[config.mk]
export PLATFORM = sky130hd
export DESIGN_NAME = mem_access_stage
export DESIGN_NICKNAME = d
export VERILOG_FILES = /design/src/rtl/mips_pkg.sv /design/src/rtl/mem_wb_reg.sv /design/src/rtl/mem_access_stage.sv
export SDC_FILE = /design/constraint.sdc
export NUM_CORES = 1
export LEC_CHECK = 0
export CAP_MARGIN = 20
export CORE_MARGIN = 1
export CORE_UTILIZATION = 41
export DETAILED_ROUTE_END_ITERATION = 6
export PLACE_DENSITY = 0.87
export SLEW_MARGIN = 20
export SYNTH_ARGS = -nofsm -noshare
export SYNTH_HDL_FRONTEND = slang
export SYNTH_HIERARCHICAL = 1
export SYNTH_SLANG_ARGS = --single-unit
[constraint.sdc]
create_clock -name clk -period 4.9 [get_ports clk]
set_input_delay 0.98 -clock clk [delete_from_list [all_inputs] [get_ports clk]]
set_output_delay 0.98 -clock clk [all_outputs]
set_load 0.02 [all_outputs]
[src/rtl/mips_pkg.sv]
// Shared types and constants for the MIPS memory-access stage.
package mips_pkg;

  typedef enum logic {
    IDLE = 1'b0,
    WAIT = 1'b1
  } mem_state_t;

  localparam int          ACK_TIMEOUT_DEFAULT = 16;
  localparam logic [31:0] WORD_ALIGN_MASK     = 32'h0000_0003;

endpackage

[src/rtl/mem_wb_reg.sv]
// MEM->WB pipeline register: loads the retiring instruction, inserts a bubble
// while the stage stalls, and converts an errored access into a killed write.
module mem_wb_reg (
  input  logic        clk,
  input  logic        reset,
  input  logic        stall,
  input  logic        err,
  input  logic        reg_write_in,
  input  logic        mem_to_reg_in,
  input  logic [31:0] alu_out_in,
  input  logic [31:0] read_data_in,
  input  logic [4:0]  write_reg_in,
  output logic        reg_write_w,
  output logic        mem_to_reg_w,
  output logic [31:0] alu_out_w,
  output logic [31:0] read_data_w,
  output logic [4:0]  write_reg_w,
  output logic        mem_err_w
);

  logic        reg_write_d,  reg_write_q;
  logic        mem_to_reg_d, mem_to_reg_q;
  logic [31:0] alu_out_d,    alu_out_q;
  logic [31:0] read_data_d,  read_data_q;
  logic [4:0]  write_reg_d,  write_reg_q;
  logic        mem_err_d,    mem_err_q;

  always_comb begin
    // NOTE: every _d gets a default before any branch, so no path can infer a latch.
    reg_write_d  = 1'b0;
    mem_to_reg_d = 1'b0;
    mem_err_d    = 1'b0;
    alu_out_d    = alu_out_q;
    read_data_d  = read_data_q;
    write_reg_d  = write_reg_q;
    if (!stall) begin
      alu_out_d   = alu_out_in;
      read_data_d = read_data_in;
      write_reg_d = write_reg_in;
      if (err) begin
        mem_err_d = 1'b1;
      end else begin
        reg_write_d  = reg_write_in;
        mem_to_reg_d = mem_to_reg_in;
      end
    end
  end

  // NOTE: sequential state uses non-blocking assignments; the register is small flops, so it is reset.
  always_ff @(posedge clk or posedge reset) begin
    if (reset) begin
      reg_write_q  <= 1'b0;
      mem_to_reg_q <= 1'b0;
      alu_out_q    <= '0;
      read_data_q  <= '0;
      write_reg_q  <= '0;
      mem_err_q    <= 1'b0;
    end else begin
      reg_write_q  <= reg_write_d;
      mem_to_reg_q <= mem_to_reg_d;
      alu_out_q    <= alu_out_d;
      read_data_q  <= read_data_d;
      write_reg_q  <= write_reg_d;
      mem_err_q    <= mem_err_d;
    end
  end

  assign reg_write_w  = reg_write_q;
  assign mem_to_reg_w = mem_to_reg_q;
  assign alu_out_w    = alu_out_q;
  assign read_data_w  = read_data_q;
  assign write_reg_w  = write_reg_q;
  assign mem_err_w    = mem_err_q;

endmodule

[src/rtl/mem_access_stage.sv]
// MIPS MEM stage: data-memory handshake FSM with ack timeout and MEM->WB register.
// Optional MEM_ALIGN_CHECK_EN rejects word-misaligned accesses without touching memory.
module mem_access_stage
  import mips_pkg::*;
#(
  parameter int ACK_TIMEOUT = ACK_TIMEOUT_DEFAULT
) (
  input  logic        clk,
  input  logic        reset,
  input  logic        reg_write_m,
  input  logic        mem_to_reg_m,
  input  logic        mem_write_m,
  input  logic        branch_m,
  input  logic        zero_m,
  input  logic [31:0] alu_out_m,
  input  logic [31:0] write_data_m,
  input  logic [4:0]  write_reg_m,
  output logic        dmem_req,
  output logic        dmem_we,
  output logic [31:0] dmem_addr,
  output logic [31:0] dmem_wdata,
  input  logic        dmem_ack,
  input  logic [31:0] dmem_rdata,
  output logic        stall_m,
  output logic        pc_src_m,
  output logic        reg_write_w,
  output logic        mem_to_reg_w,
  output logic [31:0] read_data_w,
  output logic [31:0] alu_out_w,
  output logic [4:0]  write_reg_w,
  output logic        mem_err_w
);

  localparam logic [7:0] CNT_LAST = 8'(ACK_TIMEOUT - 1);

  mem_state_t  state_d, state_q;
  logic [7:0]  cnt_d, cnt_q;
  logic        access_pending, misaligned, mem_go, is_load, timeout, stall;
  logic [31:0] rdata_in;

  always_comb begin
    access_pending = mem_write_m | mem_to_reg_m;
`ifdef MEM_ALIGN_CHECK_EN
    misaligned = access_pending & (|(alu_out_m & WORD_ALIGN_MASK));
`else
    misaligned = 1'b0;
`endif
    mem_go   = access_pending & ~misaligned;
    is_load  = mem_go & mem_to_reg_m & ~mem_write_m;
    timeout  = (state_q == WAIT) && (cnt_q == CNT_LAST);
    stall    = mem_go & ~dmem_ack & ~timeout;
    rdata_in = (is_load && dmem_ack) ? dmem_rdata : 32'h0;

    // The counter holds the number of cycles the access has already waited,
    // so the IDLE cycle counts as the first one and timeout hits after ACK_TIMEOUT.
    state_d = state_q;
    cnt_d   = 8'd0;
    case (state_q)
      IDLE: begin
        if (stall) begin
          state_d = WAIT;
          cnt_d   = 8'd1;
        end
      end
      WAIT: begin
        if (!stall) state_d = IDLE;
        else        cnt_d   = cnt_q + 8'd1;
      end
      default: state_d = IDLE;
    endcase
  end

  always_ff @(posedge clk or posedge reset) begin
    if (reset) begin
      state_q <= IDLE;
      cnt_q   <= 8'd0;
    end else begin
      state_q <= state_d;
      cnt_q   <= cnt_d;
    end
  end

  // Reset gates the request so an abandoned access drops off the bus at once.
  assign dmem_req   = mem_go & ~reset;
  assign dmem_we    = mem_go & mem_write_m & ~reset;
  assign dmem_addr  = alu_out_m;
  assign dmem_wdata = write_data_m;
  assign stall_m    = stall & ~reset;
  assign pc_src_m   = branch_m & zero_m;

  mem_wb_reg u_mem_wb_reg (
    .clk          (clk),
    .reset        (reset),
    .stall        (stall),
    .err          (timeout | misaligned),
    .reg_write_in (reg_write_m),
    .mem_to_reg_in(mem_to_reg_m),
    .alu_out_in   (alu_out_m),
    .read_data_in (rdata_in),
    .write_reg_in (write_reg_m),
    .reg_write_w  (reg_write_w),
    .mem_to_reg_w (mem_to_reg_w),
    .alu_out_w    (alu_out_w),
    .read_data_w  (read_data_w),
    .write_reg_w  (write_reg_w),
    .mem_err_w    (mem_err_w)
  );

endmodule

==> results of run 1 <==
## power by group through the flow
| stage | Sequential, uW | Clock, uW | Combinational [uW] |
|---|---|---|---|
| after global routing | 742 | 548 | 408 |
| after CTS | 737 | 517 | 388 |
| after detailed placement | 749 | 0 | 388 |
| after floorplan | 799 | 0 | 205 |
| final | 737 | 497 | 384 |
| after global placement | 748 | 0 | 380 |
## how the worst max path moves through the flow
| stage | start | to | slack [ns] | depth (start not counted) |
|---|---|---|---|---|
| global placement | mem_to_reg_m | stall_m | 1.35 | 5 |
| CTS | mem_to_reg_m | stall_m | 1.34 | 5 |
| finish | mem_write_m | stall_m | 1.33 | 5 |
| floorplan | reset | u_mem_wb_reg/alu_out_w[0]$_DFFE_PP0N_ | 2.10 | 1 |
| detailed placement | mem_to_reg_m | stall_m | 1.34 | 5 |
| global route | mem_write_m | stall_m | 1.24 | 5 |
## area by class of cell
| cell class | count | share of cell area |
|---|---|---|
| Sequential cell | 81 | 0.351 |
| Timing Repair Buffer | 187 | 0.323 |
| Multi-Input combinational cell | 141 | 0.259 |
| Tap cell | 133 | 0.0288 |
| Clock buffer | 11 | 0.0245 |
| Clock inverter | 5 | 0.0110 |
| Inverter | 5 | 0.00368 |
## kinds of logic (layout without fill, tap and decap cells)
family                   count (synthesis)  count (layout)  synth area share
flip-flops                              81              81             0.486
buffers and inverters                   80             208             0.158
multiplexers                            69              69             0.247
AND/OR/NAND/NOR                         58              58            0.0828
AO/OA/AOI/OAI                           10              10            0.0177
XOR/XNOR                                 3               3           0.00630
adder cells (fa/ha/maj)                  1               1           0.00300
## sequential cells by signal (all words and copies together), names as in the netlist
name / cells
cnt_q: 8
state_q: 1
u_mem_wb_reg/alu_out_w: 32
u_mem_wb_reg/mem_err_w: 1
u_mem_wb_reg/mem_to_reg_w: 1
u_mem_wb_reg/read_data_w: 32
u_mem_wb_reg/reg_write_w: 1
u_mem_wb_reg/write_reg_w: 5
## metrics by stage
step | hold WS, ns | worst slack [ns] | util | power [uW] | instance area, um2
after floorplan | 0.472 | 2.10 | - | 1000 | 4170
after global placement | 0.491 | 1.35 | 0.567 | 1130 | 5570
after detailed placement | 0.493 | 1.34 | 0.567 | 1140 | 5570
after CTS | 0.512 | 1.34 | 0.588 | 1640 | 5770
after global routing | 0.526 | 1.24 | 0.588 | 1700 | 5780
final | 0.509 | 1.33 | 0.588 | 1620 | 5780
## cells in the mapped netlist
cell type / n
a21oi_1: 4
and2_1: 33
buf_12: 6
buf_4: 64
buf_6: 1
buf_8: 1
clkbuf_1: 3
dfrtp_1: 81
ha_1: 1
inv_1: 5
mux2_2: 2
mux2_4: 67
nand2_1: 2
nand2b_1: 1
nand3_1: 2
nand3_2: 1
nand4_1: 1
nor2_1: 8
nor2b_1: 2
nor3_1: 1
nor3b_1: 2
o211ai_4: 1
o21ai_0: 3
o21ba_2: 1
o31ai_1: 1
or3_1: 4
or4_4: 1
xnor2_1: 2
xor2_1: 1
## per-layer routing
layer	routed length, um	vias to the layer above
met5	0	-
met4	163	0
met3	719	24
met2	4460	134
met1	3500	1287
li1	-	1181
==> run summary, run 1 <==
Status: completed
I/O pin total: 249
# setup viols final: 0
Die height: 103 um
Met3 Use GR: 0.0481
Clock buffer depth: 2
Slew margin rel.: 0.464
Yosys top cell by area: dfrtp_1
R2R depth: 6
Worst Path Max Fanout: 4
Max IR drop VDD: 0.115 mV
CP most frequent cell: clkdlybuf4s50_1
Cell variety after synth: 29
Number of global-route vias before repair: 2,750
Hold WC Path Type: flop to flop
Final setup TNS: 0 ns
Register area: 2030 um2
Post-DRT Antenna Nets: 0
Sequential fraction of the synthesis area: 0.486
Grt ovf: 0
Worst r2r dst: u_mem_wb_reg/alu_out_w[2]$_DFFE_PP0N_
RSZ-0062 raised after global routing: no
GR peak layer: met2
CTS Buf Count: 9
Placeable Area: 9820 um2
Buf/Inv on CP: 2
Logic gate share of total power: 0.237
Crit path kind: input pin to output port
Clock latency on the worst-skew pair: 0.34 ns
Most area-consuming cells after synthesis: dfrtp_1 (49%), mux2_4 (24%), buf_4 (12%)
Sw Pwr: 432 uW
Final WL: 8.85 mm
TritonCTS clock tree: done
Slew @ Worst Pin: 0.805 ns
Sw frac: 0.267
CP cell instances: clkdlybuf4s50_1 -> o21ba_2 -> o31ai_1 -> nor2_1 -> clkdlybuf4s50_1
Most frequent cells in the layout: clkdlybuf4s50_1 (184), dfrtp_1 (81), mux2_4 (67), and2_1 (33), clkbuf_8 (10)
Flop pwr share: 0.455
Initial antenna violation count: 0
Nets: 535
Share of layout cells above drive strength 1: 0.219
Layout Area Growth over Synthesis: 38.6%
Gr usage total: 0.169
Hold buffers post-CTS: 0
Pre-antenna DRT Iters: 4
GP Congestion: 0.715
Post-synthesis net count: 412
Slowest stage cell, crit path: clkdlybuf4s50_1
R2r startpoint: cnt_q[0]$_DFF_PP0_
Post-Synthesis Cell Area: 4170 um2
#FFs+latches synth: 81
Slew Limit Fails: 0
WL/cell: 15.7 um
CP endpoint kind: output port
Startpoint types: input pin
Global Route met1 Usage: 0.196
DIE WIDTH: 103 um
Crit-path max cell delay: 0.60 ns
Initial Util: 0.425
Leak: 0.00256 uW
DRT iter0 DRCs: 38
Post-CTS sizing: 0
Post-synth top area share: 0.486
Clk slew on worst S/H paths: 0.07 ns
Family with the most delay on the worst path: buffers and inverters
Fin crit period: 3.57 ns
# DRC: 0
Via count: 2,626
CP arrival: 2.59 ns
Row cnt: 36
HP Start: u_mem_wb_reg/read_data_w[21]$_DFFE_PP0N_
CP required: 3.92 ns
DP HPWL: 6.50 mm
Port-buffer cells: 184
Fillers: 823
Max_cap viols: 0
Mean Syn Cell Area: 13.8 um2
Setup Buffers After CTS: 0
Met2 GRT Util: 0.297
H-Tree Depth: 3
Final Cycle Share: 0.729
TritonCTS Sinks: 81
Post-route insts no fill: 563
Hold depth: 1
Reg-to-reg setup timing slack: 2.28 ns
Die ar.: 10,600 um2
Int Pwr: 1190 uW
Hold endpoint: u_mem_wb_reg/read_data_w[21]$_DFFE_PP0N_
First-pass GRT wire length: 13.7 mm
Final Hold Fails: 0
Setup Skew: 0.0126 ns
Antenna cell count: 0
Clock power frac: 0.307
Fmax: 280 MHz
Largest net degree at the start of global routing: 49
Placed cells: 547
Mapped Cells: 302
Vias per cell: 4.66
Syn. warnings: 6
Commonest non-fill, non-tap cell in the layout: clkdlybuf4s50_1
P per Cell Area: 280 nW/um2
Area of the multi-input gates: 1490 um2
Root Buffer: clkbuf_8
Note: power is estimated with default switching activity, not from simulation.
==> inputs of run 2 (changes only) <==
CORE_UTILIZATION = 38   (was 41)
PLACE_DENSITY = 0.81   (was 0.87)
clock period = 3.45 ns   (was 4.9 ns; I/O delays follow)
==> run 2 against run 1 <==
Core utilization fell by 3.4 points. Combinational power up 43%. Cell count grew 0.71%. Global-route usage fell by 1.2 points. Clock power is 38% higher. Routed wire length rose by 1.6%. Count of clock-buffer cells in the layout shrank 1. Setup slack got worse by 0.88 ns. Critical endpoint unchanged. Highest routed layer unchanged.
==> run summary, run 2 (synthesis gave the netlist of run 1 again) <==
CTS Buf Count: 9 (unchanged)
Max_cap viols: 0 (unchanged)
Slew Limit Fails: 0 (unchanged)
Logic gate share of total power: 0.241 (was 0.237)
Post-CTS sizing: 0 (unchanged)
First-pass GRT wire length: 13.8 mm (was 13.7 mm)
Flop pwr share: 0.459 (was 0.455)
Most frequent cells in the layout: clkdlybuf4s50_1 (184), dfrtp_1 (81), mux2_4 (67), and2_1 (33), clkbuf_8 (9) (was clkdlybuf4s50_1 (184), dfrtp_1 (81), mux2_4 (67), and2_1 (33), clkbuf_8 (10))
Setup Skew: 0.0133 ns (was 0.0126 ns)
Fin util: 0.554 (was 0.588)
TritonCTS Sinks: 81 (unchanged)
Int Pwr: 1660 uW (was 1190 uW)
Slew margin rel.: 0.395 (was 0.464)
Gr usage total: 0.157 (was 0.169)
Final setup TNS: 0 ns (unchanged)
CP endpoint kind: output port (unchanged)
Port-buffer cells: 184 (unchanged)
Total chip power: 2280 uW (was 1620 uW)
RSZ-0062 raised after global routing: no (unchanged)
Hold WC Path Type: flop to flop (unchanged)
Design area: 5800 um2 (was 5780 um2)
Layout Area Growth over Synthesis: 39.1% (was 38.6%)
Hold buffers post-CTS: 0 (unchanged)
I/O pin total: 249 (unchanged)
Fin crit period: 3.00 ns
CP arrival: 2.31 ns (was 2.59 ns)
Die ar.: 11,400 um2 (was 10,600 um2)
Final Hold Fails: 0 (unchanged)
Root Buffer: clkbuf_8 (unchanged)
Grt ovf: 0 (unchanged)
Clk slew on worst S/H paths: 0.08 ns (was 0.07 ns)
Status: completed (unchanged)
Share of layout cells above drive strength 1: 0.220 (was 0.219)
Final WL: 8.99 mm (was 8.85 mm)
DRT iter0 DRCs: 63 (was 38)
Met2 wire len: 4.60 mm (was 4.46 mm)
Slew @ Worst Pin: 0.907 ns (was 0.805 ns)
Placeable Area: 10,500 um2 (was 9820 um2)
WL/cell: 15.9 um (was 15.7 um)
# setup viols final: 0 (unchanged)
Clock latency on the worst-skew pair: 0.35 ns (was 0.34 ns)
TritonCTS clock tree: done (unchanged)
H-Tree Depth: 3 (unchanged)
Die height: 107 um (was 103 um)
# DRC: 0 (unchanged)
Crit-path max cell delay: 0.55 ns (was 0.60 ns)
Leak: 0.00257 uW (was 0.00256 uW)
Pre-antenna DRT Iters: 3 (was 4)
CP required: 2.76 ns (was 3.92 ns)
DIE WIDTH: 107 um (was 103 um)
Largest net degree at the start of global routing: 42 (was 49)
Fillers: 904 (was 823)
Crit path kind: flop to output port (was input pin to output port)
Initial antenna violation count: 0 (unchanged)
Top Layer Used: met4 (unchanged)
Setup Buffers After CTS: 0 (unchanged)
Number of global-route vias before repair: 2,675 (was 2,750)
GP Congestion: 0.752 (was 0.715)
DP HPWL: 6.77 mm (was 6.50 mm)
Met3 routed WL: 712 um (was 719 um)
DRT met1 WL: 3.46 mm (was 3.50 mm)
P per Cell Area: 393 nW/um2 (was 280 nW/um2)
Sw frac: 0.269 (was 0.267)
Clock power frac: 0.300 (was 0.307)
Nets: 536 (was 535)
Via count: 2,610 (was 2,626)
Vias per cell: 4.60 (was 4.66)
Fmax: 333 MHz
Row cnt: 37 (was 36)
Final Cycle Share: 0.870
Buf/Inv on CP: 1 (was 2)
Startpoint types: flop (was input pin)
Commonest non-fill, non-tap cell in the layout: clkdlybuf4s50_1 (unchanged)
Slowest stage cell, crit path: o31ai_1 (was clkdlybuf4s50_1)
Initial Util: 0.399 (was 0.425)
Antenna cell count: 0 (unchanged)
Area after DPL: 5600 um2 (was 5570 um2)
Max IR drop VDD: 0.224 mV (was 0.115 mV)
Post-DRT Antenna Nets: 0 (unchanged)
Worst Path Max Fanout: 6 (was 4)
CP cell instances: ha_1 -> nand3_2 -> o31ai_1 -> nor2_1 -> clkdlybuf4s50_1 (was clkdlybuf4s50_1 -> o21ba_2 -> o31ai_1 -> nor2_1 -> clkdlybuf4s50_1)
Family with the most delay on the worst path: compound AO/OA/AOI/OAI gates (was buffers and inverters)
Sw Pwr: 613 uW (was 432 uW)
Clock buffer depth: 2 (unchanged)
[run 2: changes by cell type in the layout (fill, tap and decap cells not counted), sizes merged]
cell,before,now
buf,3,4
clkbuf,11,10
clkinv,2,4
inv,6,5
[run 2: metal layers]
| layer | up-vias | GRT usage |
|---|---|---|
| li1 | 1193 | - |
| met1 | 1252 | 0.182 |
| met2 | 134 | 0.273 |
| met3 | 31 | 0.0383 |
| met4 | 0 | 0.0685 |
| met5 | - | 0 |
[run 2: metrics by stage]
| step | hold WS, ns | setup WS, ns | instances |
|---|---|---|---|
| CTS | 0.515 | 0.407 | 567 |
| floorplan | 0.472 | 0.935 | 302 |
| detailed placement | 0.492 | 0.492 | 551 |
| global placement | 0.489 | 0.503 | 551 |
| finish | 0.512 | 0.448 | 567 |
| global route | 0.527 | 0.287 | 567 |
[run 2: worst paths after layout]
kind                                                   startpoint                                      end  slack (ns)  cells past startpoint
setup / recovery                               cnt_q[0]$_DFF_PP0_                                  stall_m        0.45                      5
hold / removal             u_mem_wb_reg/alu_out_w[24]$_DFFE_PP0N_   u_mem_wb_reg/alu_out_w[24]$_DFFE_PP0N_        0.51                      1
setup reg to reg                               cnt_q[0]$_DFF_PP0_  u_mem_wb_reg/read_data_w[1]$_DFFE_PP0N_        1.03                      6
hold reg to reg            u_mem_wb_reg/alu_out_w[24]$_DFFE_PP0N_   u_mem_wb_reg/alu_out_w[24]$_DFFE_PP0N_        0.51                      1
max in group asynchronous                                   reset   u_mem_wb_reg/alu_out_w[27]$_DFFE_PP0N_        1.79                      3
min in group asynchronous                                   reset                       cnt_q[5]$_DFF_PP0_        0.73                      2
[run 2: final cells by class]
class	count	area, um2	area share
clock buffer	10	128	0.0220
timing repair buffer	188	1900	0.327
inverter	5	21.3	0.00367
clock inverter	6	68.8	0.0119
multi-input combinational	141	1490	0.257
sequential	81	2030	0.349
tap	136	170	0.0293
[run 2: power by group through the flow]
stage / registers, uW / logic [uW] / clock network [uW]
after floorplan: 1130 / 291 / 0
after global placement: 1060 / 548 / 0
after detailed placement: 1060 / 555 / 0
after CTS: 1050 / 557 / 709
after global routing: 1050 / 578 / 758
final: 1050 / 548 / 684
